File: config.mk
export PLATFORM = sky130hd
export DESIGN_NAME = imem_loader_flat
export DESIGN_NICKNAME = d
export VERILOG_FILES = /design/src/rtl/imem_loader_pkg.sv /design/src/rtl/imem_loader_if.sv /design/src/rtl/imem_loader_word_assembler.sv /design/src/rtl/imem_loader.sv /design/src/flat_wrapper.sv
export SDC_FILE = /design/constraint.sdc
export NUM_CORES = 1
export LEC_CHECK = 0
export CAP_MARGIN = 20
export CELL_PAD_IN_SITES_DETAIL_PLACEMENT = 1
export CELL_PAD_IN_SITES_GLOBAL_PLACEMENT = 2
export CORE_MARGIN = 4
export CORE_UTILIZATION = 35
export CTS_BUF_LIST = sky130_fd_sc_hd__clkbuf_4
export DETAILED_ROUTE_END_ITERATION = 8
export HOLD_SLACK_MARGIN = 0.1
export PLACE_DENSITY_LB_ADDON = 0.1
export SETUP_SLACK_MARGIN = 0.4
export SLEW_MARGIN = 40
export SYNTH_ARGS = -nofsm -noshare
export SYNTH_HDL_FRONTEND = slang
export SYNTH_HIERARCHICAL = 1
export SYNTH_SLANG_ARGS = --single-unit
export TNS_END_PERCENT = 30
File: constraint.sdc
create_clock -name Clk -period 4.6 [get_ports Clk]
set_clock_uncertainty 0.2 [all_clocks]
set_input_delay 0.92 -clock Clk [delete_from_list [all_inputs] [get_ports Clk]]
set_output_delay 0.92 -clock Clk [all_outputs]
set_load 0.01 [all_outputs]
File: src/rtl/imem_loader_pkg.sv
// Shared types and constants for the boot-time instruction-memory loader.
// Imported by the loader top and its word assembler.
package loader_pkg;

  typedef enum logic [2:0] {
    HDR_HI,
    HDR_LO,
    DATA,
    CSUM,
    DONE,
    ERR
  } state_e;

  localparam int HDR_BYTES      = 2;
  localparam int BYTES_PER_WORD = 4;
  localparam int CSUM_W         = 8;
  localparam int CNT_W          = $clog2(BYTES_PER_WORD);
  localparam int LEN_W          = HDR_BYTES * 8;

endpackage

File: src/rtl/imem_loader_if.sv
// Byte-stream input and instruction-memory write port bundles.
// master drives the transfer, slave receives it.
interface byte_stream_if;
  logic       byte_valid;
  logic [7:0] byte_data;
  logic       byte_ready;

  modport master (
    output byte_valid,
    output byte_data,
    input  byte_ready
  );

  modport slave (
    input  byte_valid,
    input  byte_data,
    output byte_ready
  );
endinterface

interface imem_wr_if #(
  parameter int ADDR_W = 10
);
  logic              imem_we;
  logic [ADDR_W-1:0] imem_addr;
  logic [31:0]       imem_wdata;

  modport master (
    output imem_we,
    output imem_addr,
    output imem_wdata
  );

  modport slave (
    input imem_we,
    input imem_addr,
    input imem_wdata
  );
endinterface

File: src/rtl/imem_loader_word_assembler.sv
// Shifts stream bytes MSB-first into a 32-bit word.
// full_o pulses for the cycle after the last byte of a word lands.
module word_assembler
  import loader_pkg::*;
(
  input  logic        clk_i,
  input  logic        rst_i,
  input  logic        clr_i,
  input  logic        shift_i,
  input  logic [7:0]  byte_i,
  output logic [31:0] word_o,
  output logic        last_o,
  output logic        full_o
);

  logic [31:0]      word_q, word_d;
  logic [CNT_W-1:0] cnt_q, cnt_d;
  logic             full_q, full_d;

  assign last_o = (cnt_q == CNT_W'(BYTES_PER_WORD - 1));

  always_comb begin
    word_d = word_q;
    cnt_d  = cnt_q;
    full_d = 1'b0;
    if (shift_i) begin
      word_d = {word_q[23:0], byte_i};
      cnt_d  = cnt_q + 1'b1;
      full_d = last_o;
    end
  end

  always_ff @(posedge clk_i) begin
    if (rst_i || clr_i) begin
      word_q <= '0;
      cnt_q  <= '0;
      full_q <= 1'b0;
    end else begin
      word_q <= word_d;
      cnt_q  <= cnt_d;
      full_q <= full_d;
    end
  end

  assign word_o = word_q;
  assign full_o = full_q;

endmodule

File: src/rtl/imem_loader.sv
// Boot loader: parses header/image/checksum from a byte stream,
// writes words to instruction memory and releases the CPU on success.
module imem_loader
  import loader_pkg::*;
#(
  parameter int ADDR_W    = 10,
  parameter int BASE_WORD = 0
) (
  input  logic          Clk,
  input  logic          Reset,
  byte_stream_if.slave  bs,
  imem_wr_if.master     mem,
  output logic          cpu_reset,
  output logic          load_done,
  output logic          load_err,
  output logic [15:0]   words_loaded
);

  localparam logic [31:0]       MAX_N = 32'(1) << ADDR_W;
  localparam logic [ADDR_W-1:0] BASE  = ADDR_W'(BASE_WORD);

  state_e            state_q, state_d;
  logic              rdy_en_q;
  logic [LEN_W-1:0]  n_q, n_d;
  logic [CSUM_W-1:0] acc_q, acc_d;
  logic [15:0]       words_q;
  logic              accept, shift;
  logic              last, full;
  logic [31:0]       word;
  logic [31:0]       n_full;

  word_assembler u_asm (
    .clk_i   (Clk),
    .rst_i   (Reset),
    .clr_i   (state_q == HDR_HI),
    .shift_i (shift),
    .byte_i  (bs.byte_data),
    .word_o  (word),
    .last_o  (last),
    .full_o  (full)
  );

  // Ready is held low one cycle after reset so the source sees a clean start.
  assign bs.byte_ready = rdy_en_q &&
    (state_q inside {HDR_HI, HDR_LO, DATA, CSUM});
  assign accept = bs.byte_valid && bs.byte_ready;
  assign n_full = {16'd0, n_q[15:8], bs.byte_data};

  always_comb begin
    state_d = state_q;
    n_d     = n_q;
    acc_d   = acc_q;
    shift   = 1'b0;
    if (accept) acc_d = acc_q + bs.byte_data;
    unique case (state_q)
      HDR_HI: if (accept) begin
        n_d[15:8] = bs.byte_data;
        state_d   = HDR_LO;
      end
      HDR_LO: if (accept) begin
        n_d[7:0] = bs.byte_data;
        if (n_full > MAX_N)       state_d = ERR;
        else if (n_full == 32'd0) state_d = CSUM;
        else                      state_d = DATA;
      end
      DATA: if (accept) begin
        shift = 1'b1;
        if (last && (words_q + 16'd1) == n_q) state_d = CSUM;
      end
      CSUM: if (accept) begin
        state_d = (acc_d == '0) ? DONE : ERR;
      end
      DONE:    state_d = DONE;
      ERR:     state_d = ERR;
      default: state_d = ERR;
    endcase
  end

  always_ff @(posedge Clk) begin
    if (Reset) begin
      state_q  <= HDR_HI;
      rdy_en_q <= 1'b0;
      n_q      <= '0;
      acc_q    <= '0;
      words_q  <= '0;
    end else begin
      state_q  <= state_d;
      rdy_en_q <= 1'b1;
      n_q      <= n_d;
      acc_q    <= acc_d;
      if (full) words_q <= words_q + 16'd1;
    end
  end

  assign mem.imem_we    = full;
  assign mem.imem_addr  = BASE + ADDR_W'(words_q);
  assign mem.imem_wdata = word;

  assign cpu_reset    = (state_q != DONE);
  assign load_done    = (state_q == DONE);
  assign load_err     = (state_q == ERR);
  assign words_loaded = words_q;

endmodule

File: src/flat_wrapper.sv
// flat-port wrapper written by rule: the top's interface ports become plain ports
module imem_loader_flat import loader_pkg::*;
#(
  parameter int ADDR_W    = 10,
  parameter int BASE_WORD = 0
)
  (Clk, Reset, cpu_reset, load_done, load_err, words_loaded, bs_byte_valid, bs_byte_data, bs_byte_ready, mem_imem_we, mem_imem_addr, mem_imem_wdata);
  byte_stream_if bs_i ();
  imem_wr_if #(.ADDR_W(ADDR_W)) mem_i ();
  input  logic Clk;
  input  logic Reset;
  output logic cpu_reset;
  output logic load_done;
  output logic load_err;
  output logic [15:0] words_loaded;
  input wire logic [$bits(bs_i.byte_valid)-1:0] bs_byte_valid;
  input wire logic [$bits(bs_i.byte_data)-1:0] bs_byte_data;
  output wire logic [$bits(bs_i.byte_ready)-1:0] bs_byte_ready;
  output wire logic [$bits(mem_i.imem_we)-1:0] mem_imem_we;
  output wire logic [$bits(mem_i.imem_addr)-1:0] mem_imem_addr;
  output wire logic [$bits(mem_i.imem_wdata)-1:0] mem_imem_wdata;
  assign bs_i.byte_valid = bs_byte_valid;
  assign bs_i.byte_data = bs_byte_data;
  assign bs_byte_ready = bs_i.byte_ready;
  assign mem_imem_we = mem_i.imem_we;
  assign mem_imem_addr = mem_i.imem_addr;
  assign mem_imem_wdata = mem_i.imem_wdata;
  imem_loader #(.ADDR_W(ADDR_W), .BASE_WORD(BASE_WORD)) u_core (.Clk(Clk), .Reset(Reset), .bs(bs_i), .mem(mem_i), .cpu_reset(cpu_reset), .load_done(load_done), .load_err(load_err), .words_loaded(words_loaded));
endmodule
## Word-level counts from Yosys, hierarchy flattened

Index checks and enable logic that the tools add are counted.

| operators by class | value |
|---|---|
| add/sub/neg operators | 3 |
| $lt $le $gt $ge | 1 |
| eq/ne operators | 13 |
| multiplexer cells | 13 |
| bitwise operators | 1 |
| reduce and logical (&&, ||, !) cells | 12 |

Operator list:

| kind | count |
|---|---|
| $logic_not A32 Y1 | 1 |
| $mux W3 | 6 |
| $add A16 B1 Y16 const B | 1 |
| $eq A16 B16 Y1 | 1 |
| $gt A16 B11 Y1 const B | 1 |
| $pmux W3 S5 | 1 |
| $add A8 B8 Y8 | 1 |
| $logic_not A8 Y1 | 1 |
| $mux W8 | 1 |
| $ne A2 B1 Y1 const B | 4 |
| $eq A3 B2 Y1 const B | 2 |
| $eq A3 B3 Y1 const B | 2 |
| $mux W1 | 5 |
| $reduce_and A5 Y1 | 1 |
| $reduce_and A2 Y1 | 2 |
| $reduce_bool A4 Y1 | 1 |
| $eq A3 B1 Y1 const B | 1 |
| $logic_and A1 B1 Y1 | 3 |
| $logic_not A3 Y1 | 1 |
| $ne A3 B3 Y1 const B | 1 |
| $add A2 B1 Y2 const B | 1 |
| $eq A2 B2 Y1 const B | 1 |
| $ne A2 B2 Y1 const B | 1 |
| $reduce_or A2 Y1 | 1 |
| other kinds (2) | 2 |

| word-level totals | value |
|---|---|
| bits in registers | 79 |
| input bits | 11 |
| output and inout bits | 63 |
| logic and storage cells | 52 |

## Longest topological paths before layout

| depth | value |
|---|---|
| depth in word-level cells | 9 |
| mapped depth | 9 |

## Modules after synthesis

The synthesis kept the hierarchy.

By module, submodules not included:

| module | instances | cells an instance | area each (um^2) |
|---|---|---|---|
| imem_loader | 1 | 353 | 2837.7 |
| word_assembler | 1 | 115 | 1297.5 |

## Worst setup path before layout

No wires, ideal clock.

| timing | value |
|---|---|
| path kind | input port to flip-flop |
| start | input bs_byte_data[0] |
| end | register u_core.state_q[0] |
| library setup time | 0.132 ns |
| arrival | 2.735 ns |
| required time | 4.268 ns |
| slack | 1.533 ns |
| stages on the path | 9 |
| cell sequence | ha_1 > fa_1 > a211oi_1 > o21bai_1 > mux2i_1 > a311oi_1 > nand4_1 > o311ai_0 > mux2i_1 |

| on the way | value |
|---|---|
| word-level cells in the longest chain between the ends | 6 |

RTL lines:

| item | line | text |
|---|---|---|
| start, declared | flat_wrapper.sv:17 | `input wire logic [$bits(bs_i.byte_data)-1:0] bs_byte_data;` |
| $add A8 B8 Y8 | imem_loader.sv:54 | `if (accept) acc_d = acc_q + bs.byte_data;` |
| $mux W8 | imem_loader.sv:54 |  |
| $logic_not A8 Y1 | imem_loader.sv:71 | `state_d = (acc_d == '0) ? DONE : ERR;` |
| $mux W1 | imem_loader.sv:71 |  |
| $mux W3 | imem_loader.sv:70 | `CSUM: if (accept) begin` |
| $pmux W3 S5 (*) | imem_loader.sv:55 | `unique case (state_q)` |
| end signal, assigned | imem_loader.sv:87 | `state_q <= state_d;` |
| end, declared | imem_loader.sv:22 | `state_e state_q, state_d;` |

Mark *: on every way between the ends. The rest lies on a longest branch, timed or not. The select of a mux whose other input is x is not followed.
A chain may end at the register's enable or synchronous reset.

## Worst setup path in the final report

Ends and elaborated chain as after synthesis.

==> results.sh <==
export IMPL_status="finished, final reports clean"
export IMPL_crit_fanout=5
export IMPL_syn2layout_area_growth_pct=19.2
export IMPL_seqPwrFrac_pct=57.3
export IMPL_synth_cell_type_count=59
export IMPL_wl_um=10900
export IMPL_maxCapViolCount=0
export IMPL_gp_congestion=0.783
export IMPL_antenna_cells=0
export IMPL_post_route_period_util_pct=74.7
export IMPL_syn_area_per_cell_um2=8.84
export IMPL_grt_pass1_vias=3567
export IMPL_numCtsBuffers=9
export IMPL_grt_overflow=0
export IMPL_slew_headroom_pct=60.6
export IMPL_syn_nets=489
export IMPL_combPwrFrac_pct=12.1
export IMPL_die_height_um=117
export IMPL_start_kind="input port"
export IMPL_r2r_end="u_core/state_q[0]$_SDFFE_PP0P_"
export IMPL_arrival_ps=3570
export IMPL_wl_per_cell_um=16.3
export IMPL_worstSkewPairLatency_ps=450
export IMPL_cp_num_buf_inv=1
export IMPL_drc=0
export IMPL_fin_nets=543
export IMPL_leakage_nw=1.66
export IMPL_grt_setup_unrepaired="no"
export IMPL_drive_above_1_share_pct=7.40
export IMPL_report_final_slew_viol_count=0
export IMPL_synth_ff_type="dfxtp_1"
export IMPL_tightest_slew_ps=592
export IMPL_postRouteAntennaNets=0
export IMPL_postCtsSetupRepairBufs=0
export IMPL_crit_path_frequent_cell="mux2i_1"
export IMPL_crit_family="compound AO/OA/AOI/OAI gates"
export IMPL_grt_max_degree=36
export IMPL_cpPeakStageDelay_ps=510
export IMPL_synth_cells=468
export IMPL_hp_start="u_core/acc_q[4]$_SDFF_PP0_"
export IMPL_clockBufferDepth=2
export IMPL_portBuffers=73
export IMPL_crit_reg2reg_launch="u_core/acc_q[0]$_SDFF_PP0_"
export IMPL_hold_viol=0
export IMPL_async_flop_share_pct=0
export IMPL_fin_setup_tns_ps=0
export IMPL_grt_use_total_pct=17.2
export IMPL_layout_common_cells="dfxtp_1, nor2_1, clkdlybuf4s50_1"
export IMPL_synth_warnings=6
export IMPL_setup_violations=0
export IMPL_cellInternalPower_mw=0.870
export IMPL_dieArea_mm2=0.0136
export IMPL_via_per_inst=5.15
export IMPL_antenna_found_initial=0
export IMPL_path_cells="clkdlybuf4s50_1, ha_1, fa_1, a211oi_1, o21bai_1, mux2i_1, a311oi_1, nand4_1, o311ai_0, mux2i_1"
export IMPL_pin_count=74
export IMPL_cp_end_kind="register"
export IMPL_holdCritPathClass="register to register"
export IMPL_holdPathEnd="u_core/acc_q[4]$_SDFF_PP0_"
export IMPL_utilization_pct=43.0
export IMPL_p_clk_share_pct=30.5
export IMPL_power_density_mw_per_mm2=252
export IMPL_ctsRootBufferMaster="clkbuf_4"
export IMPL_crit_required_ps=4740
export IMPL_rows=39
export IMPL_coreArea_mm2=0.0115
export IMPL_start_util_pct=36.1
export IMPL_die_x_um=117
export IMPL_syn_area_mm2=0.00414
export IMPL_hold_buffers=0
export IMPL_fin_crit_ps=3440
export IMPL_ir_drop_v=0.000140
export IMPL_htree_levels=3
export IMPL_cts_tree="done"
export IMPL_max_freq_ghz=0.291
export IMPL_worst_setup_path_type="input port to register"
export IMPL_power_mw=1.24
export IMPL_drtIter0Drc=188
export IMPL_rrSetupSlack_ps=1850
export IMPL_hpwlAfterDp_um=7970
export IMPL_ys_seq_area_share_pct=38.2
export IMPL_via_count=3452
export IMPL_power_share_switching_pct=29.9
export IMPL_whs_path_depth=2
export IMPL_p_switching_mw=0.371
export IMPL_cts_sinks=79
export IMPL_grt_pass1_wl_um=18300
export IMPL_final_common_cell="dfxtp_1"
export IMPL_cts_resized=0
export IMPL_rr_worst_depth=9
export IMPL_clkTransAtPathRegs_ps=130
export IMPL_synth_seq_cells=79
export IMPL_synth_edff_count=0
export IMPL_dr_pass1_iters=4
export IMPL_critPathSlowestCell="clkdlybuf4s50_1"
==> flip-flops by register name, summed over array words and instances, names as in the netlist <==
signal / count
u_core/rdy_en_q: 1
u_core/words_loaded: 16
u_core/u_asm/word_o: 32
u_core/n_q: 16
u_core/state_q: 3
u_core/u_asm/cnt_q: 2
u_core/acc_q: 8
u_core/u_asm/full_o: 1
==> metrics by stage <==
step	cells	setup WS, ps	cell area [um^2]	hold slack, ps
2_1_floorplan	468	1530	4140	253
3_3_place_gp	654	833	4810	271
3_5_place_dp	654	716	4810	282
4_1_cts	670	1210	4930	302
5_1_grt	670	999	4930	320
6_report	670	1160	4930	298
==> how the worst max path moves through the flow <==
stage                     slack [ps]             from  cells past startpoint                              to
after global placement           830  bs_byte_data[0]                     10  u_core/state_q[0]$_SDFFE_PP0P_
after CTS                       1210  bs_byte_data[0]                     10  u_core/state_q[0]$_SDFFE_PP0P_
after floorplan                 1530  bs_byte_data[0]                      9  u_core/state_q[0]$_SDFFE_PP0P_
final                           1160  bs_byte_data[0]                     10  u_core/state_q[0]$_SDFFE_PP0P_
after detailed placement         720  bs_byte_data[0]                     10  u_core/state_q[0]$_SDFFE_PP0P_
after global routing            1000  bs_byte_data[0]                     10  u_core/state_q[0]$_SDFFE_PP0P_
==> routing by layer <==
layer	GRT usage, %	routed length, um
met5	0	0
met4	5.43	156
met1	21.7	4980
met2	28.4	5310
met3	4.87	475
==> logic make-up after synthesis <==
group           after synthesis  share of synthesized area [%]
fa+ha+maj                    10                           3.21
simple gates                194                           23.0
xor+xnor                     36                           7.62
compound gates               60                           9.38
mux                          45                           10.9
buf+inv                      44                           7.69
flops                        79                           38.2
==> synthesized netlist by cell type (3+ instances only) <==
cell / n / area share (%)
nand2b_1: 3 / 0.45
clkbuf_1: 12 / 1.1
xor2_1: 14 / 3.0
o21ai_0: 9 / 1.1
nand2_1: 42 / 3.8
buf_8: 3 / 1.1
and3_1: 3 / 0.45
nor4_1: 5 / 0.76
nand3_1: 12 / 1.5
nor2_1: 76 / 6.9
buf_4: 12 / 2.2
inv_1: 7 / 0.64
dfxtp_1: 79 / 38
nand3b_1: 4 / 0.73
ha_1: 9 / 2.7
and3_2: 3 / 0.54
nor2b_1: 4 / 0.61
or3_1: 4 / 0.61
buf_6: 7 / 1.9
xnor2_1: 22 / 4.7
a21oi_1: 25 / 3.0
nor3_1: 11 / 1.3
nand4_1: 7 / 1.1
o211ai_1: 4 / 0.73
mux2i_1: 45 / 11
==> worst register-to-register path, cell delays in order (launching register included) <==
cell	delay, ps
dfxtp_1	360
ha_1	230
fa_1	430
a211oi_1	220
o21bai_1	120
mux2i_1	130
a311oi_1	350
nand4_1	160
o311ai_0	320
mux2i_1	110
==> area by class of cell <==
class	count	area (um^2)
sequential	79	1580
timing repair buffer	80	783
tap	143	179
clock buffer	9	67.6
clock inverter	7	47.5
inverter	7	26.3
multi-input combinational	345	2240
fill	1357	6540
==> power by group through the flow <==
stage	registers [mW]	logic, mW	clock network (mW)
after floorplan	0.720	0.112	0
after global routing	0.714	0.169	0.438
after CTS	0.712	0.152	0.403
after global placement	0.726	0.146	0
final	0.711	0.151	0.379
after detailed placement	0.726	0.151	0
Power figures use the tool's default switching activity.
